--- src/rtl/mc_cmd_receiver.sv ---
`default_nettype none
// ============================================================================
// Module      : mc_cmd_receiver
// Description : Memory-controller end of the cache-to-controller command
//               channel. A two-state handshake FSM accepts commands offered on
//               valid_tran, answers each with a one-cycle ack_tran and a tag,
//               and queues {rw, addr, data, tag} in a 2**TAGW-entry FIFO that
//               drains to the scheduler over a valid/ready port.
// Ports       : clock, reset (async, active-low)
//               valid_tran, rw, addr, data_tran  -> command offer
//               ack_tran, tag_tran, full         <- handshake / back-pressure
//               deq_valid, deq_ready, deq_rw, deq_addr, deq_data, deq_tag
//                                                 <-> scheduler dequeue port
// Revision    : 1.0 - initial release
// ============================================================================
module mc_cmd_receiver #(
    parameter int DWIDTH = 64,
    parameter int AWIDTH = 32,
    parameter int TAGW   = 3
) (
    input  logic              clock,
    input  logic              reset,
    input  logic              valid_tran,
    input  logic              rw,
    input  logic [AWIDTH-1:0] addr,
    input  logic [DWIDTH-1:0] data_tran,
    output logic              ack_tran,
    output logic [TAGW-1:0]   tag_tran,
    output logic              full,
    output logic              deq_valid,
    input  logic              deq_ready,
    output logic              deq_rw,
    output logic [AWIDTH-1:0] deq_addr,
    output logic [DWIDTH-1:0] deq_data,
    output logic [TAGW-1:0]   deq_tag
);

    localparam int            c_DEPTH    = 2 ** TAGW;
    localparam logic [0:0]    c_IDLE     = 1'b0;
    localparam logic [0:0]    c_ACK      = 1'b1;
    localparam logic [TAGW-1:0] c_PTR_ONE = {{(TAGW-1){1'b0}}, 1'b1};
    localparam logic [TAGW:0] c_CNT_ONE  = {{TAGW{1'b0}}, 1'b1};
    localparam logic [TAGW:0] c_CNT_ZERO = '0;
    localparam logic [TAGW:0] c_CNT_FULL = {1'b1, {TAGW{1'b0}}};

    logic [0:0]      r_state;
    logic [TAGW-1:0] r_wr_ptr;
    logic [TAGW-1:0] r_rd_ptr;
    logic [TAGW:0]   r_count;
    logic            r_full;
    logic            r_deq_valid;
    logic            r_ack;
    logic [TAGW-1:0] r_tag_tran;

    logic              r_mem_rw   [c_DEPTH];
    logic [AWIDTH-1:0] r_mem_addr [c_DEPTH];
    logic [DWIDTH-1:0] r_mem_data [c_DEPTH];
    logic [TAGW-1:0]   r_mem_tag  [c_DEPTH];

    logic          w_push;
    logic          w_pop;
    logic [TAGW:0] w_count_nxt;

    // Push only from IDLE and only against the registered full flag, so a pop
    // on the same edge cannot open a slot for a command that is already full.
    assign w_push = (r_state == c_IDLE) && valid_tran && !r_full;
    assign w_pop  = r_deq_valid && deq_ready;

    always_comb begin
        w_count_nxt = r_count;
        case ({w_push, w_pop})
            2'b10:   w_count_nxt = r_count + c_CNT_ONE;
            2'b01:   w_count_nxt = r_count - c_CNT_ONE;
            default: w_count_nxt = r_count;
        endcase
    end

    // Handshake FSM; ACK lasts exactly one cycle and ignores valid_tran, which
    // the transmitter is still holding high while it sees the ack.
    always_ff @(posedge clock or negedge reset) begin
        if (!reset) begin
            r_state    <= c_IDLE;
            r_ack      <= 1'b0;
            r_tag_tran <= '0;
        end else begin
            case (r_state)
                c_IDLE: begin
                    if (w_push) begin
                        r_state    <= c_ACK;
                        r_ack      <= 1'b1;
                        r_tag_tran <= r_wr_ptr;
                    end else begin
                        r_ack <= 1'b0;
                    end
                end
                default: begin
                    r_state <= c_IDLE;
                    r_ack   <= 1'b0;
                end
            endcase
        end
    end

    // Pointers, occupancy and the registered status flags.
    always_ff @(posedge clock or negedge reset) begin
        if (!reset) begin
            r_wr_ptr    <= '0;
            r_rd_ptr    <= '0;
            r_count     <= '0;
            r_full      <= 1'b0;
            r_deq_valid <= 1'b0;
        end else begin
            if (w_push) begin
                r_wr_ptr <= r_wr_ptr + c_PTR_ONE;
            end
            if (w_pop) begin
                r_rd_ptr <= r_rd_ptr + c_PTR_ONE;
            end
            r_count     <= w_count_nxt;
            r_full      <= (w_count_nxt == c_CNT_FULL);
            r_deq_valid <= (w_count_nxt != c_CNT_ZERO);
        end
    end

    // Storage; the tag of an entry is simply the slot it lives in, which keeps
    // all outstanding tags unique.
    always_ff @(posedge clock or negedge reset) begin
        if (!reset) begin
            for (int i = 0; i < c_DEPTH; i++) begin
                r_mem_rw[i]   <= 1'b0;
                r_mem_addr[i] <= '0;
                r_mem_data[i] <= '0;
                r_mem_tag[i]  <= '0;
            end
        end else if (w_push) begin
            r_mem_rw[r_wr_ptr]   <= rw;
            r_mem_addr[r_wr_ptr] <= addr;
            r_mem_data[r_wr_ptr] <= data_tran;
            r_mem_tag[r_wr_ptr]  <= r_wr_ptr;
        end
    end

    assign ack_tran  = r_ack;
    assign tag_tran  = r_tag_tran;
    assign full      = r_full;
    assign deq_valid = r_deq_valid;
    assign deq_rw    = r_mem_rw[r_rd_ptr];
    assign deq_addr  = r_mem_addr[r_rd_ptr];
    assign deq_data  = r_mem_data[r_rd_ptr];
    assign deq_tag   = r_mem_tag[r_rd_ptr];

endmodule
`default_nettype wire
--- config.mk ---
export PLATFORM = sky130hd
export DESIGN_NAME = mc_cmd_receiver
export DESIGN_NICKNAME = d
export VERILOG_FILES = /design/src/rtl/mc_cmd_receiver.sv
export SDC_FILE = /design/constraint.sdc
export NUM_CORES = 1
export LEC_CHECK = 0
export BUFFER_PORTS_ARGS = -buffer_cell sky130_fd_sc_hd__buf_2
export CAP_MARGIN = 15
export CORE_UTILIZATION = 25
export DETAILED_ROUTE_END_ITERATION = 8
export GPL_ROUTABILITY_DRIVEN = 0
export PLACE_DENSITY = 0.49
export SYNTH_ARGS = -nofsm -noshare
export SYNTH_HDL_FRONTEND = slang
export SYNTH_SLANG_ARGS = --single-unit
--- constraint.sdc ---
create_clock -name clock -period 2.65 [get_ports clock]
set_input_delay 0.265 -clock clock [delete_from_list [all_inputs] [get_ports clock]]
set_output_delay 0.265 -clock clock [all_outputs]
set_load 0.005 [all_outputs]
==> Yosys cells after proc, flatten, opt, wreduce, memory -nomap -nowiden <==
Cells that the tools add are included.
{ "word_totals": {"regBits": 816, "in_bits": 101, "out_inout_bits": 106, "word_cells": 86} }
{ "classes": {"n_addsub": 4, "order_cmp": 3, "eq_ne": 3, "muxes": 27, "bitwise_logic": 3, "reduce_logical": 7} }
{ "ops": {"columns": ["op", "n"], "rows": [
  ["$bwmux W512", 1],
  ["$bwmux W256", 1],
  ["$bmux W64 S3", 1],
  ["$demux W64 S3", 1],
  ["$mux W64", 3],
  ["$bmux W32 S3", 1],
  ["$demux W32 S3", 1],
  ["$mux W32", 3],
  ["$bwmux W24", 1],
  ["$bmux W3 S3", 1],
  ["$demux W3 S3", 1],
  ["$mux W3", 3],
  ["$bwmux W8", 1],
  ["$ge A4 B4 Y1 const B", 2],
  ["$not A3 Y4", 2],
  ["$pmux W4 S2", 1],
  ["$add A3 B1 Y3 const B", 2],
  ["$mux W1", 5],
  ["$add A4 B1 Y4 const B", 1],
  ["$eq A4 B4 Y1 const B", 1],
  ["$logic_and A1 B1 Y1", 4],
  ["$lt A4 B1 Y1 const B", 1],
  ["$reduce_bool A4 Y1", 1],
  ["$sub A4 B1 Y4 const B", 1],
  ["7 further kinds", 7]
]} }

==> Logic depth before layout (Yosys ltp) <==
Gate-level depths: netlist of the first run.
{ "logic_depth": {"word_depth": 6, "depth_mapped": 10} }

==> Worst setup path before layout of the first run <==
OpenSTA, ideal clock, no wires.
{ "synth_timing": {"path_type": "reg-to-reg", "from": "register r_full, in the netlist full", "to": "register r_deq_valid, in the netlist deq_valid", "t_arrival_ns": 2.259, "t_required_ns": 2.507, "slack_ns": 0.248, "path_stages_with_launch": 10, "path_buffers": 2, "period_less_slack_ns": 2.402, "path_cell_list": "dfrtp_1 nor3b_2 inv_2 buf_6 ha_1 clkbuf_1 or4b_1 nor4_2 o31a_1 o32ai_1"} }
{ "synth_between": {"elab_chain_cells": 5, "elab_cells_between_ends": 6, "cone_classes": "eq/ne: 2; mux: 1; reduce/logical: 3"} }
{ "synth_rtl": {"columns": ["element", "line_no", "text"], "rows": [
  ["start: declaration", "50", "logic r_full;"],
  ["start signal: assignment", "120", "r_full <= (w_count_nxt == c_CNT_FULL);"],
  ["$logic_not A1 Y1 (*)", "66", "assign w_push = (r_state == c_IDLE) && valid_tran && !r_full;"],
  ["$logic_and A1 B1 Y1 (*)", "66", null],
  ["$eq A2 B1 Y1 / $eq A2 B2 Y1 (equally long branches)", "71", "case ({w_push, w_pop})"],
  ["$pmux W4 S2 (*)", "71", null],
  ["$reduce_bool A4 Y1 (*)", "121", "r_deq_valid <= (w_count_nxt != c_CNT_ZERO);"],
  ["end signal: assignment", "121", null],
  ["end: declaration", "51", "logic r_deq_valid;"]
]} }
Every way passes the cells marked *; elsewhere a longest branch is shown, timed or not.
A chain may end at the register's enable or synchronous reset.

==> Final worst setup path of the first run <==
{ "layout_timing": {"from": "register r_rd_ptr[0]", "to": "output port deq_tag[2]"} }
{ "layout_between": {"elab_chain_cells": 4} }
{ "layout_rtl": {"columns": ["element", "line_no", "text"], "rows": [
  ["start: declaration", "48", "logic [TAGW-1:0] r_rd_ptr;"],
  ["start signal: assignment", "117", "r_rd_ptr <= r_rd_ptr + c_PTR_ONE;"],
  ["$not A3 Y4 (not written as such)", "150", "assign deq_tag = r_mem_tag[r_rd_ptr];"],
  ["$bmux W3 S3", "150", null],
  ["$mux W3 (not written as such) (2 in series)", "150", null],
  ["end: declaration", "35", "output logic [TAGW-1:0] deq_tag"]
]} }
No other way between the ends. The select of a mux whose other input is x is not followed.

==> impl_metrics.ini, run 1 <==
[status]
status = finished, violations left
violations = design-rule violations, negative setup slack

[power_and_ir_drop]
peakVddDrop_uv = 719
p_leak_nw = 19.6
p_per_area_nw_per_um2 = 1320
netSwitchingFraction_pct = 30.9
pwr-share-clk_pct = 21.8
seqPwrFrac_pct = 36.1
comb_power_share_pct = 42.1
cellInternalPower_w = 0.0415
power.switching_w = 0.0186

[global_route]
antenna_found_initial = 1
grtUsageTotal_pct = 14.0
grt_max_degree = 63
grt_pass1_vias = 23700
gr-total-overflow = 0
grt_pass1_wl_mm = 154

[floorplan]
dieHeight_um = 383
fp-row-count = 139
start_util_pct = 25.2
die_w_um = 383
coreArea_um2 = 144000
die-area_um2 = 146000
io_pins = 207

[timing]
worst_slew_pin_slew_ns = 0.706
hold_violations = 0
relSlewSlack_pct = 52.9
rsz0062_at_grt = yes
post-route-period-util_pct = 110
period_needed_ns = 2.90
fin_ws_ns = -0.254
finalClockSkew_ns = 0.0163
setup_viol = 99
max_freq_mhz = 344
report.final.slew_viol_count = 0

[setup_path]
critPathLaunchType = flop
r2r-start = full
crit_type = reg2out
crit_path_top_delay_cell = dfrtp_4
end_kind = output pin
crit_fanout = 12
timing.rr.end = deq_valid
cpPeakStageDelay_ns = 0.51
path_cells = buf_16 -> clkbuf_16 -> mux4_2 -> mux2_2 -> buf_2
cp.arrival_ns = 2.64
rrSetupSlack_ns = 0.19
worstPathRequired_ns = 2.38
rr_worst_depth = 9

[layout]
stdcell_count = 4517
final_cell_mix = dfrtp_1, mux2_2, mux2_1
area_growth_pct = 25.6
nets = 2643
fillers = 14100
final_layout_size_suffix_gt1_share_pct = 49.4
final_common_cell = dfrtp_1
final_area_um2 = 45500

[cts]
clockRootBuffer = clkbuf_16
worstSkewPairLatency_ns = 0.71
cts_tree = yes
h-tree-depth = 3
clock_sinks = 816
clk_pin_slew_ns = 0.06
clockBufferDepth = 3
numCtsBuffers = 96

[placed_design]
port_buffers = 206
dp_hpwl_mm = 60.8
placed_cells = 4217
dpl_cell_area_um2 = 40500

[yosys]
ys_ff_latch = 816
synth_edf_count = 0
synth_cell_type_count = 40
async_flop_share_pct = 100
ys_seq_area_share_pct = 56.4
synth_nets = 2238
yosysWarnings = 0
syn_area_per_cell_um2 = 17.0
syn_area_um2 = 36200
synth_ff_type = dfrtp_1
syn_inst = 2133

[routing]
firstDrtPassIters = 6
wl_per_cell_um = 22.3
drcViolationCount = 48
ant_nets = 0
drt_wl_total_mm = 101
vias = 20500
vias_per_cell = 4.55
drtIter0Drc = 742

[run]
max-cap-violations = 0

[hold_path]
holdCritPathClass = in2async
## registers in the layout, indices dropped and copies added, names as in the netlist
signal,flops
r_mem_data,512
r_count,4
tag_tran,3
r_mem_tag,24
ack_tran,1
r_rd_ptr,3
full,1
r_wr_ptr,3
r_mem_rw,8
r_mem_addr,256
deq_valid,1
## kinds of logic (layout without fill, tap and decap cells)
logic type,after synthesis,count (layout),share of synthesized area [%]
xor gates and xnor gates,7,7,0.169
DFF,816,816,56.4
other,0,1,0
adders and majority gates,4,4,0.138
muxes,1078,1078,39.7
buffers and inverters,146,626,2.17
AOI/OAI and AO/OA,10,10,0.204
and+or+nand+nor,72,72,1.18
## layer usage
metal | vias up | track usage [%] | part of all wire, %
met5 | - | 0 | 0.0099
met4 | 2 | 4.53 | 2.6
met3 | 160 | 2.64 | 3.5
met2 | 338 | 24.3 | 52
met1 | 11200 | 17.4 | 42
li1 | 8829 | - | -
## cell usage after synthesis (2+ instances only)
library cell  number  area share, %
nand3_1            3          0.041
nand2b_1           9           0.16
xnor2_1            6           0.15
or2_2              5          0.086
nor2_1             2          0.021
buf_2             82            1.1
clkbuf_1          35           0.36
dfrtp_1          816             56
mux4_2           200             12
nor2b_1            3          0.052
and2_1            12           0.21
nor2_4             2          0.062
mux2_1           301            9.4
or4_1              3          0.062
nand2_2            3          0.052
buf_4             12           0.25
mux2_2           577             18
a21oi_1            3          0.041
buf_1              3          0.031
ha_1               4           0.14
nand2_1           19           0.20
nor3_1             4          0.055
buf_6             12           0.37
## power by group through the flow
stage          Clock [W]  Sequential (W)  Combinational (W)
2_1_floorplan          0          0.0206             0.0156
3_3_place_gp           0          0.0213             0.0228
3_5_place_dp           0          0.0219             0.0234
4_1_cts           0.0136          0.0217             0.0254
5_1_grt           0.0141          0.0224             0.0273
6_report          0.0131          0.0217             0.0253
## stage by stage
step                hold slack (ns)  setup slack (ns)  util [%]  setup TNS [ns]  total power, W
global placement              0.320             0.108      28.2               0          0.0440
finish                        0.157            -0.254      31.7          -19.30          0.0601
global route                  0.147            -0.362      31.7          -31.08          0.0639
detailed placement            0.326             0.284      28.2               0          0.0452
floorplan                   -0.0306             0.248         -               0          0.0362
CTS                           0.118            -0.366      31.4          -30.44          0.0606
## area by class of cell
cell class | instances | area, um2 | share of cell area, %
multi-input combinational | 1171 | 15200 | 33.5
inverter | 2 | 7.51 | 0.0165
clock buffer | 149 | 2830 | 6.23
clock inverter | 24 | 287 | 0.630
timing repair buffer | 451 | 4320 | 9.49
antenna | 1 | 2.50 | 0.00550
sequential | 816 | 20400 | 44.9
tap | 1903 | 2380 | 5.24
## worst max path at each step
stage,start,to,slack [ns],depth (start not counted)
after floorplan,full,deq_valid,0.25,9
after global placement,full,full,0.11,9
after detailed placement,deq_ready,deq_valid,0.28,10
after CTS,r_rd_ptr[0],deq_addr[24],-0.37,5
after global routing,r_rd_ptr[0],deq_data[40],-0.36,5
final,r_rd_ptr[0],deq_tag[2],-0.25,5
## critical path: cells and delay by family, from the launching register on
kind                   cells  cell delay, ns
flip-flops                 1            0.51
buffers and inverters      3            0.58
multiplexers               2            0.77
## repair_timing
action / CTS / global route
setup endpoints to repair: 100 / 100
gates resized for setup: 65 / 30
hold buffers: 100 / 0
buffers inserted: 9 / 5
hold endpoints to repair: 815 / 0
cloned: 7 / 6
Power figures use the tool's default switching activity.
==> run 2, diff against run 1 <==
- CTS_BUF_LIST: not set -> sky130_fd_sc_hd__clkbuf_4
==> run 2 against run 1 <==
Effect of this change: register-to-register slack better by 0.02 ns; highest routed layer unchanged; critical path type unchanged; via count increased by 6.5%; global-route usage is 0.38 points higher; hold slack gained 0.049 ns; core utilization up 0.65 points; clock power is 12% lower; fmax down 14%; the flow still finishes with violations (design-rule violations, negative setup slack); design area is 2.1% higher; non-clock buffer count grew 105; clock-buffer cell count is 194 higher; flip-flop and latch count stayed put; critical path depth increased by 1.
==> impl_metrics.ini, run 2 (same netlist as run 1, synthesis figures left out) <==
[status]
status = finished, violations left
violations = design-rule violations, negative setup slack

[cts]
numCtsBuffers = 228
cts_tree = yes
worstSkewPairLatency_ns = 1.18
clock_sinks = 816
clockRootBuffer = clkbuf_4
clockBufferDepth = 3
h-tree-depth = 4
clk_pin_slew_ns = 0.06

[run]
max-cap-violations = 0

[timing]
finalClockSkew_ns = 0.0749
report.final.slew_viol_count = 0
fin_ws_ns = -0.715
hold_violations = 0
rsz0062_at_grt = yes
post-route-period-util_pct = 127
setup_viol = 100
worst_slew_pin_slew_ns = 0.587
relSlewSlack_pct = 60.9
max_freq_mhz = 297
period_needed_ns = 3.36

[placed_design]
dp_hpwl_mm = 60.8
dpl_cell_area_um2 = 40500
port_buffers = 206
dpl_worst_slack_ns = 0.284

[routing]
firstDrtPassIters = 7
wl_per_cell_um = 21.3
drcViolationCount = 48
drtIter0Drc = 755
drt_wl_total_mm = 103
vias_per_cell = 4.51
ant_nets = 0
vias = 21900

[power_and_ir_drop]
seqPwrFrac_pct = 36.7
netSwitchingFraction_pct = 32.0
pwr-share-clk_pct = 19.6
p_per_area_nw_per_um2 = 1270
p_leak_nw = 20.2
peakVddDrop_uv = 680
power.switching_w = 0.0188
comb_power_share_pct = 43.7
cellInternalPower_w = 0.0401
power_w = 0.0589

[floorplan]
die-area_um2 = 146000
dieHeight_um = 383
fp-row-count = 139
start_util_pct = 25.2
die_w_um = 383
coreArea_um2 = 144000
io_pins = 207

[setup_path]
crit_type = reg2out
cp.arrival_ns = 3.10
end_kind = output pin
crit_path_top_delay_cell = mux4_2
worstPathRequired_ns = 2.38
crit_fanout = 7
cpPeakStageDelay_ns = 0.50
cpMostUsedCell = clkbuf_16
path_cells = buf_4 -> clkbuf_16 -> clkbuf_16 -> mux4_2 -> mux2_2 -> buf_2
critPathLaunchType = flop

[global_route]
gr-total-overflow = 0
antenna_found_initial = 4
grt_max_degree = 63
grt_pass1_vias = 25400
grt_pass1_wl_mm = 159
grtUsageTotal_pct = 14.4

[layout]
area_growth_pct = 28.2
final_common_cell = dfrtp_1
final_area_um2 = 46400
largest_reg_flops = 512
top_register = r_mem_data
nets = 2880
final_layout_size_suffix_gt1_share_pct = 51.5
final_cell_mix = dfrtp_1, mux2_2, clkbuf_4
top_regs = r_mem_data: 512 flops, r_mem_addr: 256 flops, r_mem_tag: 24 flops

[hold_path]
holdCritPathClass = in2reg
run 2: path summary, 6_finish.rpt:
| check | startpoint | to | slack [ns] | depth (start not counted) |
|---|---|---|---|---|
| min in group asynchronous | reset | r_mem_data[48] | 0.47 | 4 |
| max reg2reg | full | full | 0.21 | 9 |
| min reg2reg | r_mem_tag[4] | r_mem_tag[4] | 0.46 | 1 |
| min | valid_tran | ack_tran | 0.21 | 4 |
| max | r_rd_ptr[0] | deq_data[15] | -0.71 | 6 |
| max in group asynchronous | reset | r_mem_addr[210] | 1.56 | 5 |
run 2: through the flow:
stage	setup TNS (ns)	std cells	utilization (%)	hold WS [ns]
after floorplan	0	2133	-	-0.0306
after global placement	0	4217	28.2	0.320
after detailed placement	0	4217	28.2	0.326
after CTS	-89.56	4832	32.0	0.00358
after global routing	-91.52	4856	32.3	0.0206
final	-65.64	4857	32.3	0.206
run 2: layout make-up:
class	count	area (um2)
fill	14200	97200
sequential	816	20400
multi-input combinational	1171	15200
timing repair buffer	556	5450
clock buffer	343	2570
tap	1903	2380
clock inverter	56	325
antenna	10	25.0
inverter	2	7.51
run 2: critical path: cells and delay by family (launching register included):
kind / cells / cell delay, ns
buffers and inverters: 4 / 0.72
multiplexers: 2 / 0.78
flip-flops: 1 / 0.43
run 2: power by group through the flow:
stage	Sequential, W	Combinational, W	Clock, W
final	0.0216	0.0257	0.0115
after global routing	0.0224	0.0278	0.0128
after floorplan	0.0206	0.0156	0
after global placement	0.0213	0.0228	0
after CTS	0.0216	0.0254	0.0121
after detailed placement	0.0219	0.0234	0
run 2: timing repair:
action                      CTS  global route
hold endpoints to repair   1608             0
hold buffers                200             0
resized for setup            61            41
gates cloned                  7             9
setup buffers                 9             6
setup endpoints to repair   100           100
run 2: routing by layer:
metal | vias up | routed length (um) | GRT usage [%]
met5 | - | 17 | 0
met4 | 2 | 2890 | 5.68
met3 | 223 | 4260 | 3.34
met2 | 464 | 52800 | 24.7
met1 | 11700 | 43400 | 17.3
li1 | 9493 | - | -
